`config.mk`:
```
export PLATFORM = sky130hd
export DESIGN_NAME = my_register_arbiter_flat
export DESIGN_NICKNAME = d
export VERILOG_FILES = /design/src/rtl/my_register_arbiter_pkg.sv /design/src/rtl/my_register_arbiter_if.sv /design/src/rtl/my_register_arbiter_rr_pick2.sv /design/src/rtl/my_register_arbiter.sv /design/src/flat_wrapper.sv
export SDC_FILE = /design/constraint.sdc
export NUM_CORES = 1
export LEC_CHECK = 0
export ABC_AREA = 1
export CAP_MARGIN = 20
export CORE_MARGIN = 1.5
export CORE_UTILIZATION = 40
export DETAILED_ROUTE_END_ITERATION = 6
export DONT_BUFFER_PORTS = 1
export GPL_TIMING_DRIVEN = 0
export PLACE_DENSITY = 0.52
export SLEW_MARGIN = 20
export SYNTH_ARGS = -nofsm -noshare
export SYNTH_HDL_FRONTEND = slang
export SYNTH_SLANG_ARGS = --single-unit
```
`constraint.sdc`:
```
create_clock -name clock -period 2.95 [get_ports clock]
set_input_delay 0.295 -clock clock [delete_from_list [all_inputs] [get_ports clock]]
set_output_delay 0.295 -clock clock [all_outputs]
set_load 0.03 [all_outputs]
```
`src/rtl/my_register_arbiter_pkg.sv`:
```
// Shared types and constants for the two-requester register arbiter.
// Latency: n/a (declarations only).
// Backpressure: n/a.
package my_register_pkg;

    // Default slave data width; byte enables are always derived from it
    localparam int DEF_DATA_W = 32;
    localparam int DEF_BE_W   = DEF_DATA_W / 8;

    // Byte-enable pattern driven to the slave on every read
    localparam logic [DEF_BE_W-1:0] BE_ALL = '1;

    // Arbiter sequencing: one grant cycle then one ack cycle per transaction
    typedef enum logic [1:0] {
        ST_IDLE  = 2'd0,
        ST_GRANT = 2'd1,
        ST_ACK   = 2'd2
    } state_t;

endpackage : my_register_pkg

```
`src/rtl/my_register_arbiter_if.sv`:
```
// Bundle of the requester-side handshakes and the register-slave bus.
// Latency: n/a (wires only).
// Backpressure: requesters hold req and fields stable until their ack.
interface my_register_arbiter_if
    import my_register_pkg::*;
#(
    parameter int DATA_W = DEF_DATA_W
) ();

    localparam int BE_W = DATA_W / 8;

    // Requester 0
    logic              req0;
    logic              wr0;
    logic [BE_W-1:0]   be0;
    logic [DATA_W-1:0] wdata0;
    logic              ack0;
    logic [DATA_W-1:0] rdata0;

    // Requester 1
    logic              req1;
    logic              wr1;
    logic [BE_W-1:0]   be1;
    logic [DATA_W-1:0] wdata1;
    logic              ack1;
    logic [DATA_W-1:0] rdata1;

    // Status
    logic              busy;

    // Register slave
    logic              chip_select;
    logic              write;
    logic              read;
    logic [BE_W-1:0]   byte_enable;
    logic [DATA_W-1:0] writedata;
    logic [DATA_W-1:0] readdata;

    // Arbiter view
    modport master (
        input  req0, wr0, be0, wdata0,
        input  req1, wr1, be1, wdata1,
        input  readdata,
        output ack0, rdata0, ack1, rdata1, busy,
        output chip_select, write, read, byte_enable, writedata
    );

    // Environment view: requesters plus the slave
    modport slave (
        output req0, wr0, be0, wdata0,
        output req1, wr1, be1, wdata1,
        output readdata,
        input  ack0, rdata0, ack1, rdata1, busy,
        input  chip_select, write, read, byte_enable, writedata
    );

endinterface : my_register_arbiter_if

```
`src/rtl/my_register_arbiter_rr_pick2.sv`:
```
// Two-way round-robin winner select, one-hot grant.
// Latency: combinational.
// Backpressure: none; a lone requester always wins, ptr breaks ties.
module rr_pick2 (
    input  logic [1:0] req,
    input  logic       ptr,
    output logic [1:0] grant
);

    // Tie goes to the requester named by ptr; otherwise whoever is asking
    always_comb begin
        grant    = 2'b00;
        grant[0] = req[0] & (~req[1] | ~ptr);
        grant[1] = req[1] & (~req[0] |  ptr);
    end

endmodule : rr_pick2

```
`src/rtl/my_register_arbiter.sv`:
```
// Round-robin arbiter serialising two req/ack requesters onto one register slave.
// Latency: req seen in IDLE at edge t -> slave strobes in cycle t+1 -> ack in cycle t+2.
// Backpressure: one transaction per 3 cycles; losers wait with req held, nothing latched from them.
module my_register_arbiter
    import my_register_pkg::*;
#(
    parameter int DATA_W = DEF_DATA_W
) (
    input  logic                  clock,
    input  logic                  resetn,
    my_register_arbiter_if.master bus
);

    localparam int BE_W = DATA_W / 8;

    // FSM state
    state_t            state_q, state_d;

    // Arbitration bookkeeping
    logic              ptr_q, ptr_d;     // requester favoured on a tie
    logic              sel_q, sel_d;     // current winner
    logic              wr_q, wr_d;       // winner's direction

    // Registered outputs
    logic              cs_q, cs_d;
    logic              write_q, write_d;
    logic              read_q, read_d;
    logic [BE_W-1:0]   be_q, be_d;
    logic [DATA_W-1:0] wd_q, wd_d;
    logic              ack0_q, ack0_d;
    logic              ack1_q, ack1_d;
    logic              busy_q, busy_d;
    logic [DATA_W-1:0] rdata0_q, rdata0_d;
    logic [DATA_W-1:0] rdata1_q, rdata1_d;

    logic [1:0]        req_vec;
    logic [1:0]        grant;

    assign req_vec = {bus.req1, bus.req0};

    rr_pick2 u_pick (
        .req   (req_vec),
        .ptr   (ptr_q),
        .grant (grant)
    );

    // Next state and next values of every registered output
    always_comb begin
        state_d  = state_q;
        ptr_d    = ptr_q;
        sel_d    = sel_q;
        wr_d     = wr_q;
        cs_d     = 1'b0;
        write_d  = 1'b0;
        read_d   = 1'b0;
        be_d     = '0;
        wd_d     = '0;
        ack0_d   = 1'b0;
        ack1_d   = 1'b0;
        rdata0_d = rdata0_q;
        rdata1_d = rdata1_q;

        case (state_q)
            ST_IDLE: begin
                if (|grant) begin
                    // Latch only the winner's fields and strobe the slave next cycle
                    state_d = ST_GRANT;
                    sel_d   = grant[1];
                    wr_d    = grant[1] ? bus.wr1 : bus.wr0;
                    cs_d    = 1'b1;
                    write_d = wr_d;
                    read_d  = ~wr_d;
                    if (wr_d) begin
                        be_d = grant[1] ? bus.be1 : bus.be0;
                    end else begin
                        be_d = '1;
                    end
                    wd_d    = grant[1] ? bus.wdata1 : bus.wdata0;
                end
            end

            ST_GRANT: begin
                // Slave readdata is valid now; keep it for the winner on reads
                state_d = ST_ACK;
                if (!wr_q) begin
                    if (sel_q) begin
                        rdata1_d = bus.readdata;
                    end else begin
                        rdata0_d = bus.readdata;
                    end
                end
                ack0_d = ~sel_q;
                ack1_d =  sel_q;
            end

            ST_ACK: begin
                // Hand the tie-break to the other requester
                state_d = ST_IDLE;
                ptr_d   = ~sel_q;
            end

            default: begin
                state_d = ST_IDLE;
            end
        endcase

        busy_d = (state_d != ST_IDLE);
    end

    // State register
    always_ff @(posedge clock) begin
        if (!resetn) begin
            state_q <= ST_IDLE;
        end else begin
            state_q <= state_d;
        end
    end

    // Datapath and output registers
    always_ff @(posedge clock) begin
        if (!resetn) begin
            ptr_q    <= 1'b0;
            sel_q    <= 1'b0;
            wr_q     <= 1'b0;
            cs_q     <= 1'b0;
            write_q  <= 1'b0;
            read_q   <= 1'b0;
            be_q     <= '0;
            wd_q     <= '0;
            ack0_q   <= 1'b0;
            ack1_q   <= 1'b0;
            busy_q   <= 1'b0;
            rdata0_q <= '0;
            rdata1_q <= '0;
        end else begin
            ptr_q    <= ptr_d;
            sel_q    <= sel_d;
            wr_q     <= wr_d;
            cs_q     <= cs_d;
            write_q  <= write_d;
            read_q   <= read_d;
            be_q     <= be_d;
            wd_q     <= wd_d;
            ack0_q   <= ack0_d;
            ack1_q   <= ack1_d;
            busy_q   <= busy_d;
            rdata0_q <= rdata0_d;
            rdata1_q <= rdata1_d;
        end
    end

    assign bus.chip_select = cs_q;
    assign bus.write       = write_q;
    assign bus.read        = read_q;
    assign bus.byte_enable = be_q;
    assign bus.writedata   = wd_q;
    assign bus.ack0        = ack0_q;
    assign bus.ack1        = ack1_q;
    assign bus.busy        = busy_q;
    assign bus.rdata0      = rdata0_q;
    assign bus.rdata1      = rdata1_q;

endmodule : my_register_arbiter

```
`src/flat_wrapper.sv`:
```
// flat-port wrapper written by rule: the top's interface ports become plain ports
module my_register_arbiter_flat import my_register_pkg::*;
#(
    parameter int DATA_W = DEF_DATA_W
)
  (clock, resetn, bus_req0, bus_wr0, bus_be0, bus_wdata0, bus_req1, bus_wr1, bus_be1, bus_wdata1, bus_readdata, bus_ack0, bus_rdata0, bus_ack1, bus_rdata1, bus_busy, bus_chip_select, bus_write, bus_read, bus_byte_enable, bus_writedata);
  my_register_arbiter_if #(.DATA_W(DATA_W)) bus_i ();
  input  logic clock;
  input  logic resetn;
  input wire logic [$bits(bus_i.req0)-1:0] bus_req0;
  input wire logic [$bits(bus_i.wr0)-1:0] bus_wr0;
  input wire logic [$bits(bus_i.be0)-1:0] bus_be0;
  input wire logic [$bits(bus_i.wdata0)-1:0] bus_wdata0;
  input wire logic [$bits(bus_i.req1)-1:0] bus_req1;
  input wire logic [$bits(bus_i.wr1)-1:0] bus_wr1;
  input wire logic [$bits(bus_i.be1)-1:0] bus_be1;
  input wire logic [$bits(bus_i.wdata1)-1:0] bus_wdata1;
  input wire logic [$bits(bus_i.readdata)-1:0] bus_readdata;
  output wire logic [$bits(bus_i.ack0)-1:0] bus_ack0;
  output wire logic [$bits(bus_i.rdata0)-1:0] bus_rdata0;
  output wire logic [$bits(bus_i.ack1)-1:0] bus_ack1;
  output wire logic [$bits(bus_i.rdata1)-1:0] bus_rdata1;
  output wire logic [$bits(bus_i.busy)-1:0] bus_busy;
  output wire logic [$bits(bus_i.chip_select)-1:0] bus_chip_select;
  output wire logic [$bits(bus_i.write)-1:0] bus_write;
  output wire logic [$bits(bus_i.read)-1:0] bus_read;
  output wire logic [$bits(bus_i.byte_enable)-1:0] bus_byte_enable;
  output wire logic [$bits(bus_i.writedata)-1:0] bus_writedata;
  assign bus_i.req0 = bus_req0;
  assign bus_i.wr0 = bus_wr0;
  assign bus_i.be0 = bus_be0;
  assign bus_i.wdata0 = bus_wdata0;
  assign bus_i.req1 = bus_req1;
  assign bus_i.wr1 = bus_wr1;
  assign bus_i.be1 = bus_be1;
  assign bus_i.wdata1 = bus_wdata1;
  assign bus_i.readdata = bus_readdata;
  assign bus_ack0 = bus_i.ack0;
  assign bus_rdata0 = bus_i.rdata0;
  assign bus_ack1 = bus_i.ack1;
  assign bus_rdata1 = bus_i.rdata1;
  assign bus_busy = bus_i.busy;
  assign bus_chip_select = bus_i.chip_select;
  assign bus_write = bus_i.write;
  assign bus_read = bus_i.read;
  assign bus_byte_enable = bus_i.byte_enable;
  assign bus_writedata = bus_i.writedata;
  my_register_arbiter #(.DATA_W(DATA_W)) u_core (.clock(clock), .resetn(resetn), .bus(bus_i));
endmodule
```
==> impl_metrics.toml, run 1 <==
[outcome]
status = "complete, no violations"

[timing]
rsz0062_at_grt = "false"
final.min_clock_period_ps = 1406
hold_viol_final = 0
skew_ps = 8.963
slew_headroom_pct = 67.09
finalCritPeriodShare_pct = 47.65
timing.final.ws_setup_ps = 1544
final.setup.tns_ps = 0
finalSetupViolCount = 0
timing.fmax_mhz = 711.4
worst_slew_pin_slew_ps = 493.6
slew_violations = 0

[critical_path]
reg2reg_from = "u_core.sel_q"
crit_family = "simple AND/OR/NAND/NOR gates"
reg2reg_depth = 6
slowest_delay_ps = 310
cp-start-kind = "register"
arrival_ps = 1640
path_cells = "buf_2 -> nor2_2 -> nand2_1 -> buf_2 -> nand2_1 -> a21oi_1"
path_class = "reg -> reg"
r2r_setup_slack_ps = 1540
worstPathRequired_ps = 3190
cp_slowest_cell = "dfxtp_1"
worst_r2r_endpoint = "u_core.bus.rdata0[12]"
worstPathMaxFanout = 10
endpoint_kind = "register"
path_buf_inv = 2

[floorplanning]
core_mm2 = 0.01032
die_h_um = 106.3
die_w_um = 106.3
row_count = 37
die-area_mm2 = 0.01130
pin_count = 216
initial_utilization_pct = 41.35

[clocking]
cts_resized = 0
cts_buffers = 9
clockBufferDepth = 2
postCtsHoldBufs = 0
cts_tree = "done"
cts_setup_buffers = 0
clock_sinks = 111
clk_latency_ps = 370
root_buffer = "clkbuf_8"
htree_num_levels = 3
clkTransAtPathRegs_ps = 100

[synthesis]
syn_nets = 683
ys_types = 18
synthArstFlopShare_pct = 0
seq_area_frac_synth_pct = 52.05
synth-edff-count = 0
synth_largest_area_cell = "dfxtp_1"
ys_warn_count = 0
ys_ff_latch = 111
synth_ff_type = "dfxtp_1"
synth_area_per_cell_um2 = 7.450
netlist_area_mm2 = 0.004269
synth.area.top_cells = "dfxtp_1, nor2_1, nand2_1"
synth_top_area_share_pct = 52.05
syn_inst = 573
synth_common_cells = "nor2_1, dfxtp_1, nand2_1"
yosysMostFrequentCell = "nor2_1"

[placement]
portBuffers = 0
dp_hpwl_um = 8454
pre_cts_ws_ps = 1553
gp_congestion = 0.7725

[detailed_routing]
routed_wirelength_um = 11280
viasPerCell = 5.030
drt_iter0_drc = 190
drc = 0
ant_nets = 0
via_count = 3647
post_drt_wl_per_cell_um = 15.56
dr.pass1.iters = 6

[grt]
grt_pass1_wl_um = 17340
gr-total-overflow = 0
grt_max_degree = 18
grtUsageTotal_pct = 19.72
antenna_found_initial = 0
grt_pass1_vias = 3444

[flow_run]
max_cap_violations = 0

[worst_hold_path]
min_from = "bus_wdata0[19]"
hold_class = "in -> reg"
holdPathStages = 2
min_to = "u_core.bus.writedata[19]"

[cells_and_area]
nets = 694
n_fill_cell = 1080
area_growth_pct = 8.617
diodes = 0
drive_gt1_share_pct = 8.659
fin_util_pct = 44.92

[pwr]
power_density_mw_per_mm2 = 672.8
leakage_nw = 2.008
finalPower_mw = 3.120
peakVddDrop_v = 0.0002917
-- cell families after synthesis --
kind of cell	share of synthesized area, %
AOI/OAI and AO/OA	7.855
DFF	52.05
and+or+nand+nor	29.92
buffers and inverters	10.17
-- layout make-up --
class | instances | area (µm²) | area share (%)
clock buffers | 11 | 141.4 | 3.049
plain buffers | 42 | 235.2 | 5.073
well taps | 136 | 170.2 | 3.670
multi-input cells | 367 | 1613 | 34.78
flip-flops and latches | 111 | 2222 | 47.92
inverters | 53 | 198.9 | 4.290
clock inverters | 5 | 56.30 | 1.214
-- sequential cells by signal (all words and copies together), names as in the netlist, 2 cells and up --
| signal | count |
|---|---|
| u_core.bus.byte_enable | 4 |
| u_core.state_q | 2 |
| u_core.bus.writedata | 32 |
| u_core.bus.rdata0 | 32 |
| u_core.bus.rdata1 | 32 |
-- per-layer routing --
layer / GRT usage [%] / part of all wire, % / vias to the layer above
li1: - / - / 1832
met5: 0 / 0 / -
met2: 32.95 / 48 / 162
met3: 6.499 / 9.3 / 14
met1: 24.12 / 42 / 1639
met4: 5.792 / 1.3 / 0
-- placed cells by master, fill, tap and decap left out, drive strengths merged --
cell	n
a21oi	33
buf	32
bufinv	1
clkbuf	21
clkinv	2
clkinvlp	1
dfxtp	111
inv	54
nand2	84
nand3	45
nand4	32
nor2	139
o21ai	34
-- metrics by stage --
step	cells	area [µm²]	hold WS, ps
after detailed placement	709	4439	439.6
after global placement	709	4439	432.2
after CTS	725	4637	39.83
after floorplan	573	4269	429.9
after global routing	725	4637	42.03
final	725	4637	56.05
-- power by group --
part           switching, mW  internal (mW)
Combinational          0.241          0.118
Clock                  0.515          0.417
Sequential             0.235           1.59
-- how the worst max path moves through the flow --
stage            startpoint                        to  cells past startpoint
2_1_floorplan  u_core.ptr_q  u_core.bus.writedata[21]                      7
3_3_place_gp   u_core.sel_q     u_core.bus.rdata0[24]                      6
3_5_place_dp   u_core.sel_q     u_core.bus.rdata0[24]                      6
4_1_cts        u_core.sel_q     u_core.bus.rdata0[23]                      6
5_1_grt        u_core.sel_q      u_core.bus.rdata0[0]                      6
6_report       u_core.sel_q     u_core.bus.rdata0[12]                      6
No activity file was read; power rests on OpenSTA's default activity.
==> inputs of run 2 (changes only) <==
clock period = 1.4 ns   (was 2.95 ns; I/O delays follow)
==> impl_metrics.toml, run 2 (same netlist as run 1, synthesis figures left out) <==
[outcome]
status = "complete, no violations"

[critical_path]
endpoint_kind = "register"
arrival_ps = 1590
worstPathMaxFanout = 10
worstPathRequired_ps = 1660
path_class = "reg -> reg"
cp-start-kind = "register"

[placement]
place_area_mm2 = 0.004439
gp_congestion = 0.7725
portBuffers = 0
dp_hpwl_um = 8454
pre_cts_ws_ps = 3.215

[cells_and_area]
nets = 793
multiInputGateArea_mm2 = 0.001628
drive_gt1_share_pct = 7.994
final_cell_mix = "nor2_1, dfxtp_1, dlygate4sd3_1"
final_common_cell = "nor2_1"
n_fill_cell = 992
area_growth_pct = 33.03
diodes = 0
stdcell_area_mm2 = 0.005679
regArea_mm2 = 0.002222
fin_util_pct = 55.01

[timing]
finalSetupViolCount = 0
worst_slew_pin_slew_ps = 478.0
rsz0062_at_grt = "true"
holdWs_ps = 15.27
hold_viol_final = 0
finalCritPeriodShare_pct = 95.06
final.min_clock_period_ps = 1331
skew_ps = 10.59
timing.fmax_mhz = 751.4
timing.final.ws_setup_ps = 69.20
slew_violations = 0
slew_headroom_pct = 68.13

[clocking]
clockBufferDepth = 2
clock_sinks = 111
root_buffer = "clkbuf_8"
cts_tree = "done"
htree_num_levels = 3
cts_buffers = 9
clkTransAtPathRegs_ps = 110
cts_setup_buffers = 0
clk_latency_ps = 370

[detailed_routing]
post_drt_wl_per_cell_um = 15.63
ant_nets = 0
routed_wirelength_um = 12880
via_count = 4089
dr.pass1.iters = 7
drt_iter0_drc = 233
viasPerCell = 4.962
drc = 0

[pwr]
peakVddDrop_v = 0.0005658
leakage_nw = 2.431
finalPower_mw = 6.857
power_density_mw_per_mm2 = 1207

[grt]
grt_max_degree = 18
grt_pass1_vias = 4093
antenna_found_initial = 0
grt_pass1_wl_um = 19980
grtUsageTotal_pct = 22.50
gr-total-overflow = 0

[floorplanning]
pin_count = 216
die_h_um = 106.3
initial_utilization_pct = 41.35
row_count = 37
die_w_um = 106.3
die-area_mm2 = 0.01130
core_mm2 = 0.01032

[flow_run]
max_cap_violations = 0

[worst_hold_path]
hold_class = "in -> reg"
## run 2: where the power goes
part | internal (mW) | total [mW] | switching, mW
combinational | 0.451 | 1.03 | 0.582
clock | 0.880 | 1.97 | 1.09
sequential | 3.36 | 3.86 | 0.499
## run 2: routing by layer
layer | vias up | global-route usage (%) | part of all wire (%)
li1 | 2033 | - | -
met1 | 1836 | 27.13 | 41
met2 | 196 | 38.11 | 49
met3 | 24 | 5.825 | 7.8
met4 | 0 | 8.977 | 2.2
met5 | - | 0 | 0
## run 2: final cells by class
type / instances / area share [%]
clock buffer: 11 / 2.490
tap: 136 / 2.996
sequential: 111 / 39.13
buffer: 42 / 4.781
multi-input combinational: 367 / 28.66
timing repair buffer: 99 / 17.45
inverter: 53 / 3.503
clock inverter: 5 / 0.9914
## run 2: what timing repair did
action | CTS | global route
hold buffers | 99 | 0
pin swaps | 0 | 2
resized for setup | 1 | 31
hold endpoints to repair | 83 | 0
endpoints found under the setup margin | 22 | 97
## run 2: final timing paths
path | startpoint | endpoint | slack [ps] | depth (start not counted)
setup / recovery | u_core.ptr_q | u_core.bus.writedata[21] | 70 | 7
hold / removal | bus_readdata[16] | u_core.bus.rdata1[16] | 20 | 4
setup reg to reg | u_core.ptr_q | u_core.bus.writedata[21] | 70 | 7
hold reg to reg | u_core.ptr_q | u_core.ptr_q | 490 | 2
## run 2: critical path, cell delays in order (launching register included)
cell and delay [ps]:
dfxtp_1 350, inv_1 50, nand2_2 110, nand2_1 90, buf_4 180, clkbuf_2 180, o21ai_0 210, nor2_1 60
## run 2: per-stage QoR
step                      setup TNS (ps)  instances
final                                  0        824
after global routing              -37.62        824
after detailed placement               0        709
after global placement                 0        709
after CTS                              0        824
after floorplan                        0        573
==> inputs of run 3 (changes only) <==
SKIP_CTS_REPAIR_TIMING = 1   (was unset)
==> impl_metrics.toml, run 3 (same netlist as run 1, synthesis figures left out) <==
[outcome]
status = "complete, but fails checks"
violations = "hold timing"

[clocking]
clock_sinks = 111
clkTransAtPathRegs_ps = 100
htree_num_levels = 3
clockBufferDepth = 2
root_buffer = "clkbuf_8"
clk_latency_ps = 370
cts_tree = "done"
cts_buffers = 9

[grt]
grtUsageTotal_pct = 19.72
gr-total-overflow = 0
grt_max_degree = 18
grt_pass1_wl_um = 17340
antenna_found_initial = 0
grt_pass1_vias = 3444

[detailed_routing]
post_drt_wl_per_cell_um = 15.65
routed_wirelength_um = 12880
drc = 0
ant_nets = 0
dr.pass1.iters = 6
via_count = 4050
viasPerCell = 4.921
drt_iter0_drc = 275

[pwr]
power_density_mw_per_mm2 = 1207
leakage_nw = 2.428
pwr-share-seq_pct = 56.4
finalPower_mw = 6.835
switchingPower_mw = 2.151
p_clk_share_pct = 28.7
combPwrFrac_pct = 14.9
swShare_pct = 31.47
peakVddDrop_v = 0.0005634
internal_power_mw = 4.684

[cells_and_area]
n_fill_cell = 977
drive_gt1_share_pct = 8.006
final_common_cell = "nor2_1"
nets = 792
diodes = 0
fin_util_pct = 54.87
area_growth_pct = 32.68
final_cell_mix = "nor2_1, dfxtp_1, dlygate4sd3_1"
stdcell_area_mm2 = 0.005664

[floorplanning]
die_w_um = 106.3
initial_utilization_pct = 41.35
die_h_um = 106.3
pin_count = 216
die-area_mm2 = 0.01130
row_count = 37
core_mm2 = 0.01032

[timing]
rsz0062_at_grt = "true"
finalSetupViolCount = 0
timing.fmax_mhz = 734.4
final.min_clock_period_ps = 1362
slew_headroom_pct = 68.07
worst_slew_pin_slew_ps = 478.9
finalCritPeriodShare_pct = 97.26
holdWs_ps = -0.7173
skew_ps = 10.32
timing.final.ws_setup_ps = 38.39
final.setup.tns_ps = 0
hold_viol_final = 1
slew_violations = 0

[critical_path]
r2r_setup_slack_ps = 40
arrival_ps = 1630
worstPathMaxFanout = 10
path_class = "reg -> reg"
endpoint_kind = "register"
reg2reg_depth = 7
cp-start-kind = "register"
worstPathRequired_ps = 1670

[placement]
gp_congestion = 0.7725
dp_hpwl_um = 8454
portBuffers = 0
pre_cts_ws_ps = 3.215
place_area_mm2 = 0.004439

[worst_hold_path]
holdPathStages = 4
hold_class = "in -> reg"

[flow_run]
max_cap_violations = 0
-- run 3: cell types whose count changed in the layout (fill, tap and decap cells not counted) --
cell	delta
o21ai_0	+7
dlygate4sd3_1	-1
buf_4	-1
clkbuf_4	-1
buf_2	+1
clkbuf_2	+1
o21ai_1	-7
-- run 3: power groups by stage --
stage	registers (mW)	clock network [mW]	logic, mW
finish	3.86	1.96	1.02
global route	3.88	2.14	1.14
CTS	3.86	2.00	0.766
detailed placement	3.93	0	0.765
global placement	3.93	0	0.748
floorplan	3.88	0	0.589
-- run 3: path summary, 6_finish.rpt --
path | startpoint | end
setup / recovery | u_core.ptr_q | u_core.bus.writedata[3]
hold / removal | bus_readdata[23] | u_core.bus.rdata1[23]
setup reg to reg | u_core.ptr_q | u_core.bus.writedata[3]
hold reg to reg | u_core.ptr_q | u_core.ptr_q
-- run 3: area by class of cell --
| type | instances | area (µm²) | share of cell area (%) |
|---|---|---|---|
| clock inverters | 5 | 56.30 | 0.9940 |
| multi-input cells | 367 | 1628 | 28.74 |
| well taps | 136 | 170.2 | 3.004 |
| clock buffers | 11 | 141.4 | 2.496 |
| inverters | 53 | 198.9 | 3.512 |
| flip-flops and latches | 111 | 2222 | 39.23 |
| plain buffers | 42 | 266.5 | 4.705 |
| repair buffers | 98 | 980.9 | 17.32 |
-- run 3: stage by stage --
stage	hold WS, ps	cells
final	-0.7173	823
after global routing	0.07638	823
after CTS	-115.2	725
after detailed placement	284.6	709
after global placement	277.2	709
after floorplan	274.9	573
-- run 3: critical path, stage by stage, from the launching register on --
cell and delay (ps):
dfxtp_1 350, inv_1 50, nand2_2 110, nand2_1 90
buf_4 180, clkbuf_2 190, o21ai_0 220, nor2_1 60
-- run 3: layer usage --
layer,track usage (%),share of wire [%],vias to the layer above
met4,5.792,1.2,0
met3,6.499,7.4,15
li1,-,-,2030
met5,0,0,-
met1,24.12,41,1849
met2,32.95,50,156
